`config.mk`:
```
export PLATFORM = sky130hd
export DESIGN_NAME = multicycle_ctrl
export DESIGN_NICKNAME = d
export VERILOG_FILES = /design/src/rtl/multicycle_ctrl.sv
export SDC_FILE = /design/constraint.sdc
export NUM_CORES = 1
export LEC_CHECK = 0
export CAP_MARGIN = 0
export CORE_UTILIZATION = 42
export DETAILED_ROUTE_END_ITERATION = 7
export MAX_ROUTING_LAYER = met4
export PLACE_DENSITY = 0.82
export SYNTH_ARGS = -nofsm -noshare
export SYNTH_HDL_FRONTEND = slang
export SYNTH_SLANG_ARGS = --single-unit
```
`constraint.sdc`:
```
create_clock -name clk_i -period 2.05 [get_ports clk_i]
set_clock_uncertainty 0.1 [all_clocks]
set_input_delay 0.41 -clock clk_i [delete_from_list [all_inputs] [get_ports clk_i]]
set_output_delay 0.41 -clock clk_i [all_outputs]
set_load 0.05 [all_outputs]
```
`src/rtl/multicycle_ctrl.sv`:
```
// Multi-cycle FETCH..WB sequencer for the RV32I core: owns PC and IR.
// Optional retire counter: define MULTICYCLE_CTRL_RETIRE_CNT_EN.
package multicycle_ctrl_pkg;
  typedef enum logic [2:0] {
    R_TYPE,
    I_TYPE,
    S_TYPE,
    B_TYPE,
    U_TYPE,
    J_TYPE,
    INVALID_TYPE
  } inst_format_e;
endpackage

module multicycle_ctrl
  import multicycle_ctrl_pkg::*;
#(
  parameter logic [31:0] RESET_PC = 32'h0000_0000
) (
  input  logic         clk_i,
  input  logic         rst_i,
  output logic         imem_req_o,
  output logic [31:0]  imem_addr_o,
  input  logic         imem_gnt_i,
  input  logic         imem_rvalid_i,
  input  logic [31:0]  imem_rdata_i,
  output logic [31:0]  inst_o,
  input  inst_format_e format_i,
  input  logic [6:0]   opcode_i,
  output logic         dmem_req_o,
  output logic         dmem_we_o,
  input  logic         dmem_gnt_i,
  input  logic         dmem_rvalid_i,
  input  logic [31:0]  target_i,
  input  logic         branch_taken_i,
  output logic [31:0]  pc_o,
  output logic         rf_we_o,
  output logic [2:0]   state_o,
  output logic         illegal_o,
  output logic [63:0]  retired_o
);

  typedef enum logic [2:0] {
    FETCH   = 3'd0,
    WAIT_I  = 3'd1,
    DECODE  = 3'd2,
    EXECUTE = 3'd3,
    MEM     = 3'd4,
    WAIT_D  = 3'd5,
    WB      = 3'd6,
    TRAP    = 3'd7
  } state_e;

  localparam logic [6:0] OP_JAL   = 7'b1101111;
  localparam logic [6:0] OP_JALR  = 7'b1100111;
  localparam logic [6:0] OP_LOAD  = 7'b0000011;
  localparam logic [6:0] OP_STORE = 7'b0100011;

  state_e      state_q;
  logic [31:0] pc_q;
  logic [31:0] inst_q;
  logic [31:0] npc_q;
  logic        illegal_q;
  logic        imem_req_q;
  logic        dmem_req_q;
  logic        dmem_we_q;
  logic        rf_we_q;

  logic        is_jal;
  logic        is_jalr;
  logic        is_bt;
  logic        is_mem;
  logic        is_store;
  logic        wb_we;
  logic [31:0] pc_plus4;
  logic [31:0] next_pc;

  assign is_jal   = (opcode_i == OP_JAL);
  assign is_jalr  = (opcode_i == OP_JALR);
  assign is_bt    = (format_i == B_TYPE) && branch_taken_i
                    && !is_jal && !is_jalr;
  assign is_store = (opcode_i == OP_STORE);
  assign is_mem   = (opcode_i == OP_LOAD) || is_store;
  assign pc_plus4 = pc_q + 32'd4;

  assign wb_we = (format_i == R_TYPE) || (format_i == I_TYPE) ||
                 (format_i == U_TYPE) || (format_i == J_TYPE);

  always_comb begin
    next_pc = pc_plus4;
    unique case (1'b1)
      is_jal:  next_pc = target_i;
      is_jalr: next_pc = {target_i[31:1], 1'b0};
      is_bt:   next_pc = target_i;
      default: next_pc = pc_plus4;
    endcase
  end

  always_ff @(posedge clk_i) begin
    if (rst_i) begin
      state_q    <= FETCH;
      pc_q       <= RESET_PC;
      inst_q     <= '0;
      npc_q      <= RESET_PC;
      illegal_q  <= 1'b0;
      imem_req_q <= 1'b1;
      dmem_req_q <= 1'b0;
      dmem_we_q  <= 1'b0;
      rf_we_q    <= 1'b0;
    end else begin
      rf_we_q <= 1'b0;
      unique case (state_q)
        FETCH: if (imem_gnt_i) begin
          imem_req_q <= 1'b0;
          state_q    <= WAIT_I;
        end
        WAIT_I: if (imem_rvalid_i) begin
          inst_q  <= imem_rdata_i;
          state_q <= DECODE;
        end
        DECODE: begin
          if (format_i == INVALID_TYPE) begin
            illegal_q <= 1'b1;
            state_q   <= TRAP;
          end else begin
            state_q <= EXECUTE;
          end
        end
        EXECUTE: begin
          npc_q <= next_pc;
          if (next_pc[1]) begin
            illegal_q <= 1'b1;
            state_q   <= TRAP;
          end else if (is_mem) begin
            dmem_req_q <= 1'b1;
            dmem_we_q  <= is_store;
            state_q    <= MEM;
          end else begin
            rf_we_q <= wb_we;
            state_q <= WB;
          end
        end
        MEM: if (dmem_gnt_i) begin
          dmem_req_q <= 1'b0;
          dmem_we_q  <= 1'b0;
          state_q    <= WAIT_D;
        end
        WAIT_D: if (dmem_rvalid_i) begin
          rf_we_q <= wb_we;
          state_q <= WB;
        end
        WB: begin
          pc_q       <= npc_q;
          imem_req_q <= 1'b1;
          state_q    <= FETCH;
        end
        TRAP: state_q <= TRAP;
      endcase
    end
  end

  assign imem_req_o  = imem_req_q;
  assign imem_addr_o = pc_q;
  assign inst_o      = inst_q;
  assign dmem_req_o  = dmem_req_q;
  assign dmem_we_o   = dmem_we_q;
  assign pc_o        = pc_q;
  assign rf_we_o     = rf_we_q;
  assign state_o     = state_q;
  assign illegal_o   = illegal_q;

`ifdef MULTICYCLE_CTRL_RETIRE_CNT_EN
  logic [63:0] retired_q;

  always_ff @(posedge clk_i) begin
    if (rst_i) begin
      retired_q <= '0;
    end else if (state_q == WB) begin
      retired_q <= retired_q + 64'd1;
    end
  end

  assign retired_o = retired_q;
`else
  assign retired_o = '0;
`endif

endmodule
```
==> impl_metrics.env, run 1 <==
export IMPL_gp_congestion=0.7934
export IMPL_routed_wl_um=14600
export IMPL_ys_seq_elements=104
export IMPL_seqPwrFrac_pct=42.0
export IMPL_drtPass1Iterations=5
export IMPL_hold_viol=0
export IMPL_crit_required_ns=1.54
export IMPL_max_freq_mhz=497.3
export IMPL_p_int_uw=3421
export IMPL_cts_root_buffer="clkbuf_16"
export IMPL_yosysUniqueCellTypes=49
export IMPL_finalCritPeriodShare_pct=98.10
export IMPL_arrival_ns=1.50
export IMPL_nFillCells=1095
export IMPL_core_um2=12160
export IMPL_clk_latency_ns=0.35
export IMPL_synthTopCellsByCount="nand2_1, dfxtp_1, buf_4"
export IMPL_yosysMostFrequentCell="nand2_1"
export IMPL_synth_largest_area_cell="dfxtp_1"
export IMPL_fp_dieW_um=114.5
export IMPL_num_vias=4913
export IMPL_crit_path_end_kind="primary output"
export IMPL_ios=249
export IMPL_cp_start_kind="flip-flop"
export IMPL_ys_seq_area_share_pct=39.16
export IMPL_run_status="completed"
export IMPL_drv_cap=0
export IMPL_die_area_um2=13110
export IMPL_path_class="reg -> out"
export IMPL_whs_ns=0.3459
export IMPL_p_clk_share_pct=31.4
export IMPL_irDropWorstVdd_mv=0.6222
export IMPL_syn_inst=681
export IMPL_start_util_pct=43.71
export IMPL_synth_edf_count=0
export IMPL_synth_top_area_share_pct=39.16
export IMPL_wl_per_cell_um=14.37
export IMPL_clkSlewWorstSetupHoldPaths_ns=0.07
export IMPL_synth_cell_area_um2=5316
export IMPL_final_setup_tns_ns=0
export IMPL_slew_headroom_pct=64.69
export IMPL_portBuffers=184
export IMPL_synth_area_top_cells="dfxtp_1, buf_4, nand2_1, a21oi_1, xnor2_1"
export IMPL_tightestPinTransition_ns=0.5280
export IMPL_cts_setup_buffers=0
export IMPL_areaGrowthSynthToFinish_pct=36.01
export IMPL_hold_buffers=0
export IMPL_via_per_inst=4.836
export IMPL_cts_max_path_buffers=2
export IMPL_cts_tree="yes"
export IMPL_path_buf_inv=1
export IMPL_numCtsBuffers=9
export IMPL_synth_warnings=0
export IMPL_min_path_type="in -> reg"
export IMPL_leakagePower_uw=0.003020
export IMPL_grt_max_degree=60
export IMPL_hold_start="rst_i"
export IMPL_switching_share_pct=34.02
export IMPL_ant_nets=0
export IMPL_post_dp_hpwl_um=10190
export IMPL_async_flop_share_pct=0
export IMPL_grt_total_usage_pct=22.69
export IMPL_cp_max_fo=2
export IMPL_power_uw=5185
export IMPL_crit_path_max_incr_delay_ns=0.82
export IMPL_grt_ovfl_total=0
export IMPL_cts_max_level=3
export IMPL_startpoint="inst_o[29]"
export IMPL_power_density_nw_per_um2=717.1
export IMPL_critPathSlowestCell="clkdlybuf4s50_1"
export IMPL_crit_chain="clkdlybuf4s50_1"
export IMPL_fin_crit_ns=2.011
export IMPL_finish_utilization_pct=59.45
export IMPL_initialDrtViolationCount=349
export IMPL_die_h_um=114.5
export IMPL_clock_sinks=104
export IMPL_synth_area_per_cell_um2=7.807
export IMPL_grt_antenna_before_repair=0
export IMPL_setup_viol_count_final=0
export IMPL_grt_pass1_wl_um=22540
export IMPL_insertedDiodeCount=0
export IMPL_drc=0
export IMPL_maxSlewViolCount=0
export IMPL_num_rows=40
export IMPL_nets=925
export IMPL_layout_drive_gt1_share_pct=17.45
export IMPL_synth_main_ff_cell="dfxtp_1"
export IMPL_reg2reg_from="imem_addr_o[5]"
export IMPL_grt_pass1_vias=4450
export IMPL_combPwrFrac_pct=26.5
export IMPL_critPathTopFamily="buffers and inverters"
export IMPL_switchingPower_uw=1764
## worst paths after layout
kind,to,slack [ns],cells after the start
worst max-delay path,inst_o[29],0.04,1
worst min-delay path,imem_addr_o[18],0.35,2
worst max register to register,npc_q[29],0.11,5
worst min register to register,imem_addr_o[2],0.35,2
## cells by family (layout without fill, tap and decap cells)
kind of cell | count (synthesis) | count (layout) | synth area share [%]
AND/OR/NAND/NOR | 256 | 256 | 22.64
flip-flops | 104 | 104 | 39.16
adder cells (fa/ha/maj) | 1 | 1 | 0.2353
buffers and inverters | 147 | 251 | 17.39
XOR/XNOR | 28 | 28 | 4.613
other | 1 | 64 | 0.07054
AO/OA/AOI/OAI | 141 | 141 | 15.30
multiplexers | 3 | 3 | 0.5884
## routing by layer
metal	track usage (%)	vias to the layer above	share of wire, %
li1	-	2455	-
met1	27.58	2264	43
met2	37.78	176	49
met3	4.288	18	5.8
met4	7.532	0	1.7
met5	-	-	0
## power by group through the flow
stage                     Combinational [µW]  Clock, µW  Sequential, µW
after floorplan                          711          0            2480
after global placement                  1360          0            2220
after detailed placement                1370          0            2220
after CTS                               1370       1660            2180
after global routing                    1450       1740            2190
final                                   1380       1630            2180
## stage by stage
| step | instance area (µm²) | worst slack, ns | instances |
|---|---|---|---|
| floorplan | 5563 | 0.005368 | 744 |
| global placement | 6924 | -0.1184 | 1000 |
| detailed placement | 6924 | -0.1764 | 1000 |
| CTS | 7198 | 0.01146 | 1016 |
| global route | 7231 | -0.03433 | 1016 |
| finish | 7231 | 0.03904 | 1016 |
## state kept, by name, summed over array words and instances (netlist names)
register	cells
inst_o	32
npc_q	32
rf_we_o	1
dmem_we_o	1
illegal_o	1
dmem_req_o	1
imem_addr_o	32
state_o	3
imem_req_o	1
## layout make-up
type                            count  area, µm²  area share, %
Timing Repair Buffer              226       2057          28.45
Clock inverter                      4      30.03         0.4153
Sequential cell                   104       2092          28.93
Inverter                            9      33.78         0.4672
Multi-Input combinational cell    493       2561          35.42
Clock buffer                       12      246.5          3.409
Tap cell                          168      210.2          2.907
## repair_timing
item                       CTS  global route
pin swaps                    0             1
setup endpoints to repair    2            10
resized for setup            2            11
gates cloned                 0             0
## placed cells by master, fill, tap and decap left out, types with 2 or more instances in the layout
cell and n:
a211o_1 3, a211oi_1 5, a21oi_1 91, and2_1 2, and3_1 21, and4_1 4
buf_12 5, buf_4 110, clkbuf_1 2, clkbuf_16 9, clkdlybuf4s50_1 100, clkinv_4 2
conb_1 64, dfxtp_1 96, dfxtp_2 8, dlygate4sd2_1 2, dlymetal6s2s_1 9, inv_1 9
mux2i_1 2, nand2_1 151, nand2b_1 2, nand3_1 13, nand3b_1 5, nand4_1 5
nand4_4 2, nor2_1 29, nor3_1 9, nor4_1 3, nor4_4 2, o211ai_1 3
o21ai_0 10, o22ai_1 18, xnor2_1 24, xor2_1 4
No activity file was read; power rests on OpenSTA's default activity.
==> inputs of run 2 (changes only) <==
Settings changed: ABC_AREA set to 1, CORE_UTILIZATION 42 to 30, PLACE_DENSITY 0.82 to not set.
==> run 2 against run 1 <==
Clock power rose by 31%. Routed wire length rose by 15%. Cell area rose by 8.6%. Non-clock buffer count fell by 13. Worst hold slack improved by 0.012 ns. Die area rose by 52%. Critical path depth did not move. Combinational power rose by 99%. Utilization fell by 18 points. Global-route usage fell by 4.7 points. First-iteration DRC count fell by 25%. Largest cell class unchanged. Largest power group is now combinational logic. Highest routed layer unchanged.
==> impl_metrics.env, run 2 <==
export IMPL_run_status="completed"
export IMPL_syn_inst=831
export IMPL_ys_seq_elements=104
export IMPL_multiInputGateArea_um2=2783
export IMPL_crit_chain="clkdlybuf4s50_1"
export IMPL_yosysUniqueCellTypes=35
export IMPL_power_density_nw_per_um2=939.5
export IMPL_ant_nets=0
export IMPL_synth_cell_area_um2=5806
export IMPL_grt_ovfl_total=0
export IMPL_routed_wl_um=16860
export IMPL_final_setup_tns_ns=0
export IMPL_finalCritPeriodShare_pct=98.16
export IMPL_synth_edf_count=0
export IMPL_cts_max_path_buffers=2
export IMPL_max_freq_mhz=496.9
export IMPL_grt_antenna_before_repair=0
export IMPL_cp_start_kind="flip-flop"
export IMPL_min_path_type="reg -> reg"
export IMPL_grt_max_degree=53
export IMPL_num_vias=5613
export IMPL_synth_main_ff_cell="dfxtp_1"
export IMPL_mostFrequentLayoutCells="nand2_1, nor2_1, dfxtp_1, buf_4, clkdlybuf4s50_1"
export IMPL_grt_setup_unrepaired="false"
export IMPL_irDropWorstVdd_mv=0.6130
export IMPL_clk_latency_ns=0.35
export IMPL_portBuffers=184
export IMPL_num_rows=50
export IMPL_cts_setup_buffers=0
export IMPL_synth_area_top_cells="dfxtp_1, buf_4, nand2_1, nor2_1, a21oi_1"
export IMPL_nFillCells=1922
export IMPL_clkSlewWorstSetupHoldPaths_ns=0.07
export IMPL_setup_viol_count_final=0
export IMPL_leakagePower_uw=0.003462
export IMPL_clock_sinks=104
export IMPL_cts_max_level=3
export IMPL_hold_buffers=0
export IMPL_path_buf_inv=1
export IMPL_gp_congestion=0.8998
export IMPL_async_flop_share_pct=0
export IMPL_maxSlewViolCount=0
export IMPL_synth_area_per_cell_um2=6.986
export IMPL_synth_largest_area_cell="dfxtp_1"
export IMPL_yosysMostFrequentCell="nand2_1"
export IMPL_synth_top_area_share_pct=35.86
export IMPL_nets=1067
export IMPL_register_area_um2=2082
export IMPL_path_class="reg -> out"
export IMPL_die_area_um2=19910
export IMPL_slew_headroom_pct=64.25
export IMPL_crit_path_end_kind="primary output"
export IMPL_cts_root_buffer="clkbuf_16"
export IMPL_grt_pass1_wl_um=27030
export IMPL_synthTopCellsByCount="nand2_1, nor2_1, dfxtp_1"
export IMPL_insertedDiodeCount=0
export IMPL_cp_max_fo=2
export IMPL_layout_drive_gt1_share_pct=15.45
export IMPL_initialDrtViolationCount=263
export IMPL_via_per_inst=4.490
export IMPL_wl_per_cell_um=13.49
export IMPL_start_util_pct=30.83
export IMPL_critPathSlowestCell="clkdlybuf4s50_1"
export IMPL_tightestPinTransition_ns=0.5353
export IMPL_synth_warnings=0
export IMPL_drtPass1Iterations=4
export IMPL_core_um2=18830
export IMPL_numCtsBuffers=9
export IMPL_post_dp_hpwl_um=12410
export IMPL_hold_viol=0
export IMPL_whs_ns=0.3582
export IMPL_areaGrowthSynthToFinish_pct=35.22
export IMPL_fin_crit_ns=2.012
export IMPL_critPathTopFamily="buffers and inverters"
export IMPL_cts_tree="yes"
export IMPL_final_common_cell="nand2_1"
export IMPL_drc=0
export IMPL_crit_path_max_incr_delay_ns=0.82
export IMPL_die_h_um=141.1
export IMPL_drv_cap=0
export IMPL_ys_seq_area_share_pct=35.86
export IMPL_grt_pass1_vias=5257
export IMPL_fp_dieW_um=141.1
export IMPL_grt_total_usage_pct=17.94
export IMPL_ios=249
export IMPL_arrival_ns=1.50
export IMPL_crit_required_ns=1.54
-- run 2: cell count changes after synthesis, sizes merged, moves of 19 or more --
cell / change
o21ai: +62
inv: +46
and3: -21
nor2: +101
nand3: +48
a21oi: -23
clkbuf: -19
xnor2: -23
-- run 2: metal layers --
layer	wire length, µm	global-route usage (%)
met1	7527	21.91
met2	7733	28.58
met3	1198	4.450
met4	399	6.465
met5	0	-
-- run 2: area by class of cell --
class                   count  share of cell area [%]
well taps                 260                   4.144
inverters                  58                   2.773
flip-flops and latches    104                   26.52
multi-input cells         599                   35.45
clock inverters             6                   1.658
clock buffers              10                   3.044
repair buffers            213                   26.41
-- run 2: timing repair --
action / CTS / global route
hold endpoints to repair: 0 / 0
endpoints found under the setup margin: 3 / 20
resized for setup: 3 / 20
-- run 2: power by group --
group	switching (µW)	leakage (µW)	internal, µW
clock network	790	0.000182	1350
logic	1880	0.00244	874
registers	201	0.000843	2280
-- run 2: path summary, 6_finish.rpt --
kind,endpoint,cells past startpoint,startpoint,slack (ns)
max reg2reg,npc_q[16],7,imem_addr_o[7],0.33
min reg2reg,dmem_we_o,2,dmem_we_o,0.36
min,dmem_we_o,2,dmem_we_o,0.36
max,inst_o[22],1,inst_o[22],0.04
-- run 2: through the flow --
step	std cells	util [%]	total power, µW	worst slack, ns	area, µm²
after floorplan	894	-	4537	0.01098	6042
after global placement	1234	39.48	5292	-0.1070	7435
after detailed placement	1234	39.48	5305	-0.1404	7435
after CTS	1250	41.42	7459	0.006298	7800
after global routing	1250	41.69	7762	0.0002855	7850
final	1250	41.69	7375	0.03768	7850
-- run 2: cell families (layout without fill, tap and decap cells) --
group | after synthesis | in the layout | share of synthesized area (%)
compound gates | 166 | 166 | 15.45
xor+xnor | 6 | 6 | 0.9052
fa+ha+maj | 1 | 1 | 0.2155
buf+inv | 191 | 287 | 20.28
flops | 104 | 104 | 35.86
other cells | 1 | 64 | 0.06459
simple gates | 362 | 362 | 27.22
==> inputs of run 3 (changes only) <==
Settings changed: CORE_UTILIZATION 30 to 43, PLACE_DENSITY set to 0.81.
==> run 3 against run 2 <==
Critical endpoint is now inst_o[0]. Global-route usage rose by 4.9 points. First-iteration DRC count rose by 16%. Sequential share of layout area rose by 0.79 points. Combinational power barely moved. Largest power group unchanged. Fmax barely moved. Via count rose by 2.2%. Setup slack got worse by 0.00091 ns. Clock power fell by 21%. Sequential cell count did not move. Routed wire length fell by 9.3%. Utilization rose by 16 points. Final cell count fell by 6.6%.
==> impl_metrics.env, run 3 (synthesized netlist as in run 2, its figures left out) <==
export IMPL_run_status="completed"
export IMPL_grt_setup_unrepaired="false"
export IMPL_cts_tree="yes"
export IMPL_tightestPinTransition_ns=0.5281
export IMPL_finish_utilization_pct=57.79
export IMPL_clock_sinks=104
export IMPL_drtPass1Iterations=5
export IMPL_mostFrequentLayoutCells="nand2_1, nor2_1, dfxtp_1, clkdlybuf4s50_1, buf_4"
export IMPL_grt_pass1_wl_um=24810
export IMPL_crit_path_max_incr_delay_ns=0.82
export IMPL_drc=0
export IMPL_placed_area_um2=7297
export IMPL_setup_viol_count_final=0
export IMPL_critPathTopFamily="buffers and inverters"
export IMPL_dpl_worst_slack_ns=-0.1412
export IMPL_nets=1069
export IMPL_path_class="reg -> out"
export IMPL_cts_max_path_buffers=2
export IMPL_cp_start_kind="flip-flop"
export IMPL_crit_chain="clkdlybuf4s50_1"
export IMPL_cts_root_buffer="clkbuf_16"
export IMPL_grt_max_degree=71
export IMPL_hold_buffers=0
export IMPL_fin_crit_ns=2.013
export IMPL_hold_viol=0
export IMPL_num_rows=42
export IMPL_grt_antenna_before_repair=0
export IMPL_ios=249
export IMPL_clk_latency_ns=0.35
export IMPL_irDropWorstVdd_mv=0.6249
export IMPL_start_util_pct=44.01
export IMPL_core_um2=13190
export IMPL_slew_headroom_pct=64.73
export IMPL_finalCritPeriodShare_pct=98.21
export IMPL_grt_total_usage_pct=22.85
export IMPL_arrival_ns=1.50
export IMPL_final_setup_tns_ns=0
export IMPL_max_freq_mhz=496.7
export IMPL_gp_congestion=0.9488
export IMPL_areaGrowthSynthToFinish_pct=31.29
export IMPL_initialDrtViolationCount=304
export IMPL_leakagePower_uw=0.003346
export IMPL_cts_resized=0
export IMPL_ant_nets=0
export IMPL_die_area_um2=13970
export IMPL_crit_required_ns=1.54
export IMPL_numCtsBuffers=9
export IMPL_fin_ws_ns=0.03677
export IMPL_grt_ovfl_total=0
export IMPL_critPathSlowestCell="clkdlybuf4s50_1"
export IMPL_num_vias=5739
export IMPL_cts_setup_buffers=0
export IMPL_min_path_type="reg -> reg"
export IMPL_die_h_um=118.2
export IMPL_maxSlewViolCount=0
export IMPL_cp_max_fo=2
export IMPL_layout_drive_gt1_share_pct=15.12
export IMPL_routed_wl_um=15290
export IMPL_via_per_inst=4.914
export IMPL_power_density_nw_per_um2=906.1
export IMPL_final_common_cell="nand2_1"
export IMPL_fp_dieW_um=118.2
export IMPL_grt_pass1_vias=5266
export IMPL_insertedDiodeCount=0
export IMPL_cts_max_level=3
export IMPL_clkSlewWorstSetupHoldPaths_ns=0.07
export IMPL_drv_cap=0
export IMPL_crit_path_end_kind="primary output"
export IMPL_post_dp_hpwl_um=11460
export IMPL_wl_per_cell_um=13.09
export IMPL_final_area_um2=7622
export IMPL_portBuffers=184
export IMPL_path_buf_inv=1
[run 3: layout make-up]
class                   count  area, µm²
repair buffers            215       2037
multi-input cells         599       2783
clock inverters             3      42.54
clock buffers              13      240.2
well taps                 176      220.2
flip-flops and latches    104       2082
fillers                  1264       5568
inverters                  58      217.7
[run 3: layer usage]
layer	track usage, %	vias to the layer above	part of all wire (%)
met3	4.440	37	6.9
met1	27.17	2597	43
li1	-	2849	-
met5	-	-	0
met4	10.42	0	3.0
met2	37.32	256	47
[run 3: path summary, 6_finish.rpt]
| kind | from | end | slack (ns) | cells past startpoint |
|---|---|---|---|---|
| worst min register to register | npc_q[1] | npc_q[1] | 0.36 | 2 |
| worst max-delay path | inst_o[0] | inst_o[0] | 0.04 | 1 |
| worst max register to register | state_o[1] | imem_addr_o[2] | 0.35 | 6 |
| worst min-delay path | npc_q[1] | npc_q[1] | 0.36 | 2 |
[run 3: power breakdown]
part           internal [µW]  switching (µW)
logic                    867            1870
clock network            948             752
registers               2290             182
[run 3: through the flow]
| stage | std cells | hold slack, ns | power, µW |
|---|---|---|---|
| after global placement | 1152 | 0.3439 | 5233 |
| after floorplan | 894 | 0.3422 | 4537 |
| final | 1168 | 0.3633 | 6906 |
| after CTS | 1168 | 0.3638 | 6973 |
| after global routing | 1168 | 0.3778 | 7272 |
| after detailed placement | 1152 | 0.3531 | 5260 |
[run 3: tightest hold or removal path: stages, from the launching register on]
cell and delay (ns):
dfxtp_1 0.31, nand2_1 0.06, a21oi_1 0.05
